$ cat config.mk
export PLATFORM = sky130hd
export DESIGN_NAME = pc_capture_unit_flat
export DESIGN_NICKNAME = d
export VERILOG_FILES = /design/src/rtl/pc_capture_unit_pkg.sv /design/src/rtl/pc_capture_unit_if.sv /design/src/rtl/pc_capture_unit_en_reg.sv /design/src/rtl/pc_capture_unit.sv /design/src/flat_wrapper.sv
export SDC_FILE = /design/constraint.sdc
export NUM_CORES = 1
export LEC_CHECK = 0
export CORE_ASPECT_RATIO = 0.75
export CORE_MARGIN = 2
export CORE_UTILIZATION = 25
export DETAILED_ROUTE_END_ITERATION = 8
export HOLD_SLACK_MARGIN = 0.15
export PLACE_DENSITY = 0.64
export SYNTH_ARGS = -nofsm -noshare
export SYNTH_HDL_FRONTEND = slang
export SYNTH_SLANG_ARGS = --single-unit
$ cat constraint.sdc
create_clock -name clk -period 1.2 [get_ports clk]
set_input_delay 0.24 -clock clk [delete_from_list [all_inputs] [get_ports clk]]
set_output_delay 0.24 -clock clk [all_outputs]
set_load 0.05 [all_outputs]
$ cat src/rtl/pc_capture_unit_pkg.sv
// Shared widths, reset value and the PC value type for the PC capture unit.
package pc_capture_unit_pkg;

  localparam int          PC_WIDTH       = 32;
  localparam logic [31:0] PC_RESET_VALUE = 32'd0;

  typedef logic [PC_WIDTH-1:0] pc_t;

endpackage

$ cat src/rtl/pc_capture_unit_if.sv
// Groups the capture enable, the next-PC input and both registered outputs.
interface pc_capture_unit_if
  import pc_capture_unit_pkg::*;
#(
  parameter int WIDTH = PC_WIDTH
);

  logic             en;
  logic [WIDTH-1:0] pc_in;
  logic [WIDTH-1:0] pc_out;
  logic [WIDTH-1:0] data_out;

  modport master (
    output en,
    output pc_in,
    input  pc_out,
    input  data_out
  );

  modport slave (
    input  en,
    input  pc_in,
    output pc_out,
    output data_out
  );

endinterface

$ cat src/rtl/pc_capture_unit_en_reg.sv
// Register with synchronous reset and load enable; used for both the PC and the snapshot.
module en_reg
  import pc_capture_unit_pkg::*;
#(
  parameter int               WIDTH       = PC_WIDTH,
  parameter logic [WIDTH-1:0] RESET_VALUE = WIDTH'(PC_RESET_VALUE)
) (
  input  logic             clk,
  input  logic             srst,
  input  logic             en,
  input  logic [WIDTH-1:0] d,
  output logic [WIDTH-1:0] q
);

  logic [WIDTH-1:0] q_reg;
  logic [WIDTH-1:0] q_next;

  always_comb begin
    q_next = q_reg;
    if (en) begin
      q_next = d;
    end
  end

  always_ff @(posedge clk) begin
    if (srst) begin
      q_reg <= RESET_VALUE;
    end else begin
      q_reg <= q_next;
    end
  end

  assign q = q_reg;

endmodule

$ cat src/rtl/pc_capture_unit.sv
// PC register followed by an enable-gated holding register that snapshots the current PC.
module pc_capture_unit
  import pc_capture_unit_pkg::*;
#(
  parameter int               WIDTH       = PC_WIDTH,
  parameter logic [WIDTH-1:0] RESET_VALUE = WIDTH'(PC_RESET_VALUE)
) (
  input logic              clk,
  input logic              rst,
  pc_capture_unit_if.slave bus
);

  logic [WIDTH-1:0] pc_q;

  // The PC loads every cycle, so its enable is tied high.
  en_reg #(
    .WIDTH       (WIDTH),
    .RESET_VALUE (RESET_VALUE)
  ) u_pc_reg (
    .clk  (clk),
    .srst (rst),
    .en   (1'b1),
    .d    (bus.pc_in),
    .q    (pc_q)
  );

  // Snapshot takes the pre-edge PC, giving two cycles from pc_in to data_out.
  en_reg #(
    .WIDTH       (WIDTH),
    .RESET_VALUE (RESET_VALUE)
  ) u_hold_reg (
    .clk  (clk),
    .srst (rst),
    .en   (bus.en),
    .d    (pc_q),
    .q    (bus.data_out)
  );

  assign bus.pc_out = pc_q;

endmodule

$ cat src/flat_wrapper.sv
// flat-port wrapper written by rule: the top's interface ports become plain ports
module pc_capture_unit_flat import pc_capture_unit_pkg::*;
#(
  parameter int               WIDTH       = PC_WIDTH,
  parameter logic [WIDTH-1:0] RESET_VALUE = WIDTH'(PC_RESET_VALUE)
)
  (clk, rst, bus_en, bus_pc_in, bus_pc_out, bus_data_out);
  pc_capture_unit_if #(.WIDTH(WIDTH)) bus_i ();
  input logic clk;
  input logic rst;
  input wire logic [$bits(bus_i.en)-1:0] bus_en;
  input wire logic [$bits(bus_i.pc_in)-1:0] bus_pc_in;
  output wire logic [$bits(bus_i.pc_out)-1:0] bus_pc_out;
  output wire logic [$bits(bus_i.data_out)-1:0] bus_data_out;
  assign bus_i.en = bus_en;
  assign bus_i.pc_in = bus_pc_in;
  assign bus_pc_out = bus_i.pc_out;
  assign bus_data_out = bus_i.data_out;
  pc_capture_unit #(.WIDTH(WIDTH), .RESET_VALUE(RESET_VALUE)) u_core (.clk(clk), .rst(rst), .bus(bus_i));
endmodule
# After elaboration in Yosys (flattened, before gate mapping)
# Cells that the tools add are included.
# Widths: inputs -> output; s select.
totals:
  elab_cells: 2
  input_bits: 35
  register_bits: 64

# Longest topological paths before layout
# Gate-level depths: netlist of run 1.
depth:
  word_depth: 0
  depth_mapped: 4

# Cells and area by module
# From an unflattened synthesis of run 1, not the netlist that was laid out.
hier_totals:
  hier_cells: 207
  area_unflattened_um2: 2331.0
modules_own_cells:
  columns: ["module", "area_per_inst_um2", "cells_each", "n_inst", "seq_area_each_um2"]
  rows:
  - ["en_reg", 1163.6, 103, 2, 640.6]
  - ["pc_capture_unit", 3.8, 1, 1, 0.0]

# Least setup slack after synthesis of run 1
# OpenSTA, ideal clock, no wires.
synth_timing:
  kind: "register -> register"
  from: "register u_core.u_pc_reg.q_reg[0], in the netlist u_core.u_pc_reg.q[0]"
  to: "register u_core.u_hold_reg.q_reg[0], in the netlist u_core.u_hold_reg.q[0]"
  setup_time_ns: 0.066
  stages_incl_launch_ff: 3
  t_arrival_ns: 0.827
  n_path_buf: 0
  period_less_slack_ns: 0.893
  required_time_ns: 1.134
  slack_ns: 0.307
  cell_sequence: "dfxtp_1 > mux2i_1 > nor2_1"
synth_rtl:
  columns: ["item", "line", "rtl"]
  rows:
  - ["from (decl)", "pc_capture_unit_en_reg.sv:15", "logic [WIDTH-1:0] q_reg;"]
  - ["from (signal assigned)", "pc_capture_unit_en_reg.sv:29", "q_reg <= q_next;"]
  - ["to (signal assigned)", "pc_capture_unit_en_reg.sv:29", null]
  - ["to (decl)", "pc_capture_unit_en_reg.sv:15", null]

# Worst setup path in the final report of run 1
layout_timing:
  from: "register u_core.u_pc_reg.q_reg[18], in the netlist u_core.u_pc_reg.q[18]"
  to: "output bus_pc_out[18]"
layout_rtl:
  columns: ["item", "line", "rtl"]
  rows:
  - ["to (decl)", "flat_wrapper.sv:13", "output wire logic [$bits(bus_i.pc_out)-1:0] bus_pc_out;"]
# No word-level cell between the ends.

==> results.md, run 1 <==
- Cts hold-fix bufs: 0
- TritonCTS clock tree: done
- Number of antenna violations at the first check in global routing: 0
- Area overhead of the layout relative to synthesis: 95.7%
- Height of the die: 82.0 µm
- Post-synthesis area per instance: 11.9 µm²
- Data arrival, critical path: 0.90 ns
- Startpoint types: register
- Final routed wire length divided by cell count: 12.2 µm
- N_diodes: 0
- Overall overflow remaining after global route: 0
- Net count after synthesis: 206
- DIE WIDTH: 108 µm
- Commonest non-fill, non-tap cells in the layout: sky130_fd_sc_hd__buf_12 (67), sky130_fd_sc_hd__dfxtp_1 (64)
- Setup slack of the critical path after layout: 0.0624 ns
- Run status: completed
- Count of unique library cells instantiated by Yosys: 7
- Via count of the routed design: 1507
- Net Switching: 1430 µW
- Final count of hold timing violations: 0
- Fraction of the mapped netlist area in compound gates: 0%
- Cell leakage power: 0.00167 µW
- GR Util All Layers: 11.2%
- CP Max Fanout: 2
- Final setup skew: 0.00284 ns
- Total power divided by cell area: 1410 nW/µm²
- Fraction of power spent switching nets: 25.6%
- Endpoint type of the worst setup path: primary output
- Critical path data required time: 0.96 ns
- Setup violations, final: 0
- Max transition margin: 82.1%
- Number of buffers inserted by port buffering: 98
- Area share of xor/xnor cells in the synthesized design: 0%
- Post-Syn Instances: 171
- CTS-repair resized insts: 0
- Number of pins exceeding their max-slew limit in the final report: 0
- Worst Path Buf+Inv: 1
- Total Neg Setup Slack: 0 ns
- Slowest cell on the critical path: sky130_fd_sc_hd__dfxtp_1
- Post-synthesis simple-gate area fraction: 15.8%
- Max Fclk: 879 MHz
- Starting density of the core: 25.7%
- Adder-cell share of the synthesized area: 0%
- Share of total power in combinational logic: 18.7%
- Sequential area share after synthesis: 63.2%
- Cell-internal power: 4160 µW
- Synthesis-stage register bit count: 64
- Total of max-cap violations: 0
- Largest vdd supply drop: 0.000681 V
- Post-Synthesis Cell Area: 2030 µm²
- Number of remaining DRC errors: 0
- TritonCTS buffer count: 9
- Half-perimeter wire length after detailed placement: 3460 µm
- Worst r2r path cells: 2
- Cell count along the critical path: 1
- DR iter-0 viols: 29
- Number of standard-cell rows in the floorplan: 28
- Clock insertion delay at the later pin of the skew report: 0.33 ns
- Number of primary I/O pins: 99
- Hold crit path type: in -> reg
- DIE AREA: 8860 µm²
- Clock Sinks: 64
- Part of the cycle the worst path needs: 94.8%
- Sequential share of power: 41.7%
- Vias in the first global route: 1479
- Share of cell area taken by muxes after synthesis: 15.8%
- Number of cells traversed by the worst hold path: 3
- Setup repair after global routing missed its margin: false
- Worst-path cell chain: buf_12
- Number of warnings reported in the yosys synthesis log: 0
- Clock network power share: 39.5%
- Deepest clock path buffer count: 2
- Setup bufs post-CTS: 0
- Global-route wire length before repair: 7420 µm
- Most frequent standard cell in the layout excluding fill and tap cells: sky130_fd_sc_hd__buf_12
- Cell at the root of the clock tree: sky130_fd_sc_hd__clkbuf_8
- Nets: 307
- Time the worst path needs with I/O delays and setup: 1.14 ns
- Antenna violation net count after detailed routing: 0
- Clock-pin slew on the worst setup and hold paths: 0.07 ns
- CTS H-tree lvls: 3
- Total Routed Length: 4660 µm
- Place WS: 0.232 ns
- Total of fill cells in the finished design: 698
- Final GP Congestion: 0.652
- Maximum single-stage delay on the critical path: 0.41 ns
- Largest family of logic cells by synthesized area: multiplexers
- Fraction of final layout cells with drive strength greater than 1: 30.7%
- Pre-Repair DR Iteration Count: 3
- Critical path start-end classification: reg -> out
- Total core area: 7880 µm²
- Delay-heaviest family, CP: flip-flops
- Slew at the pin closest to its max-slew limit: 0.268 ns
- Vias per cell: 3.95
- Maximum number of pins on one net before global-route repair: 65
-- kinds of logic (layout without fill, tap and decap cells) --
kind of cell           count (synthesis)  after routing
buffers and inverters                 11            117
flip-flops                            64             64
multiplexers                          32             32
AND/OR/NAND/NOR                       64             64
-- power by group through the flow --
stage               registers, µW  clock network (µW)  logic, µW
floorplan                    2670                   0        181
global placement             2380                   0       1050
detailed placement           2380                   0       1060
CTS                          2330                2300       1060
global route                 2340                2390       1090
finish                       2330                2210       1050
-- synthesized netlist by cell type --
master / instances / share of area [%]
sky130_fd_sc_hd__buf_2: 7 / 1.7
sky130_fd_sc_hd__nor2_1: 32 / 5.9
sky130_fd_sc_hd__dfxtp_1: 64 / 63
sky130_fd_sc_hd__mux2i_1: 32 / 16
sky130_fd_sc_hd__buf_6: 1 / 0.56
sky130_fd_sc_hd__buf_12: 3 / 3.0
sky130_fd_sc_hd__nor2b_1: 32 / 9.9
-- metal layers --
layer | up-vias | GRT usage [%] | wire length (µm)
li1 | 744 | - | -
met1 | 698 | 12.7 | 1920
met2 | 60 | 17.8 | 2240
met3 | 5 | 5.48 | 447
met4 | 0 | 5.38 | 44
met5 | - | 0 | 0
-- area by class of cell --
class	instances	area, µm²	area share, %
Tap cell	105	131	3.31
Multi-Input combinational cell	96	641	16.1
Sequential cell	64	1280	32.3
Clock buffer	9	124	3.12
Clock inverter	7	120	3.03
Timing Repair Buffer	101	1670	42.1
-- path summary, 6_finish.rpt --
check | from | endpoint | slack, ns
setup / recovery | u_core.u_pc_reg.q[18] | bus_pc_out[18] | 0.06
setup reg to reg | u_core.u_pc_reg.q[4] | u_core.u_hold_reg.q[4] | 0.52
hold / removal | rst | u_core.u_hold_reg.q[5] | 0.37
hold reg to reg | u_core.u_hold_reg.q[3] | u_core.u_hold_reg.q[3] | 0.55
-- through the flow --
| stage | cell area, µm² | cells | power, µW | util [%] | hold slack, ns |
|---|---|---|---|---|---|
| after CTS | 3970 | 382 | 5700 | 50.3 | 0.364 |
| after global placement | 3720 | 366 | 3430 | 47.3 | 0.534 |
| after floorplan | 2030 | 171 | 2850 | - | 0.368 |
| after global routing | 3970 | 382 | 5830 | 50.3 | 0.368 |
| final | 3970 | 382 | 5590 | 50.3 | 0.375 |
| after detailed placement | 3720 | 366 | 3440 | 47.3 | 0.540 |
Note: power is estimated with default switching activity, not from simulation.
==> inputs of run 2 (changes only) <==
- CTS_CLUSTER_SIZE: not set -> 20
- RECOVER_POWER: not set -> 50
- SLEW_MARGIN: not set -> 15
==> run 2 against run 1 <==
Effect of this change: count of clock-buffer cells in the layout is the same; register-to-register slack hardly changed; first-iteration DRC count decreased by 10%; clock skew hardly changed; sequential power barely moved; total power down 0.38%; worst setup slack hardly changed; global-route usage is the same; die area stayed put; critical path depth unchanged; largest cell class unchanged; hold slack hardly changed; design area is the same.
==> results.md, run 2 (synthesis gave the netlist of run 1 again) <==
- Total Routed Length: 4650 µm (-0.17%)
- Met3 routed WL: 455 µm (+1.8%)
- Setup repair after global routing missed its margin: false
- Cts hold-fix bufs: 0 (unchanged)
- Fraction of final layout cells with drive strength greater than 1: 30.7% (unchanged)
- Number of remaining DRC errors: 0 (unchanged)
- Worst Path Buf+Inv: 1 (unchanged)
- DIE AREA: 8860 µm² (unchanged)
- CTS-repair resized insts: 0 (unchanged)
- Global-route wire length before repair: 7420 µm (unchanged)
- DR iter-0 viols: 26 (-10%)
- Half-perimeter wire length after detailed placement: 3460 µm (unchanged)
- Pre-Repair DR Iteration Count: 3 (unchanged)
- Final GP Congestion: 0.652 (unchanged)
- Slew at the pin closest to its max-slew limit: 0.268 ns (-0.0000318 ns)
- Total power divided by cell area: 1400 nW/µm² (-0.38%)
- Critical path data required time: 0.96 ns (about the same)
- Met2 WL: 2240 µm (about the same)
- Critical path start-end classification: reg -> out
- N_diodes: 0 (unchanged)
- Clock-pin slew on the worst setup and hold paths: 0.07 ns (about the same)
- Overall overflow remaining after global route: 0 (unchanged)
- Most frequent standard cell in the layout excluding fill and tap cells: sky130_fd_sc_hd__buf_12
- Vias per cell: 3.94 (-0.20%)
- Cell leakage power: 0.00167 µW (+0.51%)
- Antenna violation net count after detailed routing: 0 (unchanged)
- Detailed-routing wirelength on met1: 1910 µm (-0.68%)
- Reg-to-reg slack, setup: 0.52 ns (about the same)
- Final count of hold timing violations: 0 (unchanged)
- Starting density of the core: 25.7% (unchanged)
- Worst r2r path cells: 2 (unchanged)
- Final routed wire length divided by cell count: 12.2 µm (-0.17%)
- Vias in the first global route: 1479 (unchanged)
- Via count of the routed design: 1504 (-0.20%)
- Maximum number of pins on one net before global-route repair: 65 (unchanged)
- Max transition margin: 82.1% (about the same)
- Cell at the root of the clock tree: sky130_fd_sc_hd__clkbuf_8
- Clock insertion delay at the later pin of the skew report: 0.33 ns (about the same)
- Cell count along the critical path: 1 (unchanged)
- Number of cells traversed by the worst hold path: 3 (unchanged)
- Area of the multi-input gates: 641 µm² (unchanged)
- Max layer used: met4
- Number of standard cells in the layout, taps in and fillers out: 382 (unchanged)
- Run status: completed
- CTS H-tree lvls: 3 (unchanged)
- Total Neg Setup Slack: 0 ns (unchanged)
- TritonCTS clock tree: done
- Largest vdd supply drop: 0.000681 V (about the same)
- Startpoint of the worst setup timing path: u_core.u_pc_reg.q[18]
- Launch instance of the worst register-to-register path: u_core.u_pc_reg.q[4]
- TritonCTS buffer count: 9 (unchanged)
- Part of the cycle the worst path needs: 94.8% (about the same)
- Total of max-cap violations: 0 (unchanged)
- Nets: 307 (unchanged)
- Number of standard-cell rows in the floorplan: 28 (unchanged)
- Startpoint types: register
- Area overhead of the layout relative to synthesis: 95.7% (unchanged)
- Clock Sinks: 64 (unchanged)
- Total of fill cells in the finished design: 698 (unchanged)
- HP Start: rst
- Deepest clock path buffer count: 2 (unchanged)
- # placed instances: 366 (unchanged)
- Number of pins exceeding their max-slew limit in the final report: 0 (unchanged)
- Number of primary I/O pins: 99 (unchanged)
- Hold crit path type: in -> reg
- GR Util All Layers: 11.2% (unchanged)
- Overall power of the completed layout: 5570 µW (-0.38%)
- Time the worst path needs with I/O delays and setup: 1.14 ns (+0.0000601 ns)
- Total core area: 7880 µm² (unchanged)
- Max Fclk: 879 MHz (about the same)
- Number of antenna violations at the first check in global routing: 0 (unchanged)
- Data arrival, critical path: 0.90 ns (about the same)
- Commonest non-fill, non-tap cells in the layout: sky130_fd_sc_hd__buf_12 (67), sky130_fd_sc_hd__dfxtp_1 (64)
- Min-Delay Endpoint: u_core.u_hold_reg.q[5]
- Worst-path cell chain: buf_12
- Reg2reg end: u_core.u_hold_reg.q[4]
- Final setup skew: 0.00267 ns (-0.000166 ns)
- Height of the die: 82.0 µm (unchanged)
- Area occupied by registers: 1280 µm² (unchanged)
- CP Max Fanout: 2 (unchanged)
- Number of buffers inserted by port buffering: 98 (unchanged)
- Endpoint type of the worst setup path: primary output
- Slowest cell on the critical path: sky130_fd_sc_hd__dfxtp_1
- Setup bufs post-CTS: 0 (unchanged)
- Setup violations, final: 0 (unchanged)
- Delay-heaviest family, CP: flip-flops
- Maximum single-stage delay on the critical path: 0.41 ns (about the same)
- DIE WIDTH: 108 µm (unchanged)
[run 2: cell types whose count changed in the layout (fill, tap and decap cells not counted), sizes merged]
cell / before / now
dlygate4sd3: 0 / 32
clkdlybuf4s50: 32 / 0
[run 2: worst max-delay path by stage]
stage	end	slack, ns
3_5_place_dp	u_core.u_hold_reg.q[13]	0.23
5_1_grt	bus_pc_out[4]	0.01
4_1_cts	bus_pc_out[18]	0.04
6_report	bus_pc_out[18]	0.06
2_1_floorplan	u_core.u_hold_reg.q[0]	0.31
3_3_place_gp	u_core.u_hold_reg.q[17]	0.27
[run 2: final cells by class]
type	count	area share, %
Clock buffer	9	3.12
Clock inverter	7	3.03
Multi-Input combinational cell	96	16.1
Sequential cell	64	32.3
Tap cell	105	3.31
Timing Repair Buffer	101	42.1
[run 2: per-layer routing]
metal / track usage (%) / vias to the layer above
met5: 0 / -
met4: 5.38 / 0
met3: 5.48 / 5
met2: 17.8 / 60
met1: 12.7 / 695
li1: - / 744
[run 2: metrics by stage]
step / worst slack [ns] / utilization, % / hold WS [ns] / cell area, µm²
2_1_floorplan: 0.307 / - / 0.368 / 2030
3_3_place_gp: 0.267 / 47.3 / 0.534 / 3720
3_5_place_dp: 0.232 / 47.3 / 0.540 / 3720
4_1_cts: 0.0354 / 50.3 / 0.364 / 3970
5_1_grt: 0.0117 / 50.3 / 0.368 / 3970
6_report: 0.0623 / 50.3 / 0.375 / 3970
[run 2: where the power goes]
part | leakage (µW) | total (µW) | switching (µW) | internal, µW
clock | 0.000119 | 2210 | 828 | 1380
combinational | 0.00103 | 1030 | 498 | 529
sequential | 0.000528 | 2330 | 106 | 2230
total | 0.00167 | 5570 | 1430 | 4140
[run 2: worst reg2reg max path: stages (launching register included)]
cell	delay, ns
sky130_fd_sc_hd__dfxtp_1	0.35
sky130_fd_sc_hd__mux2i_1	0.17
sky130_fd_sc_hd__nor2_1	0.05
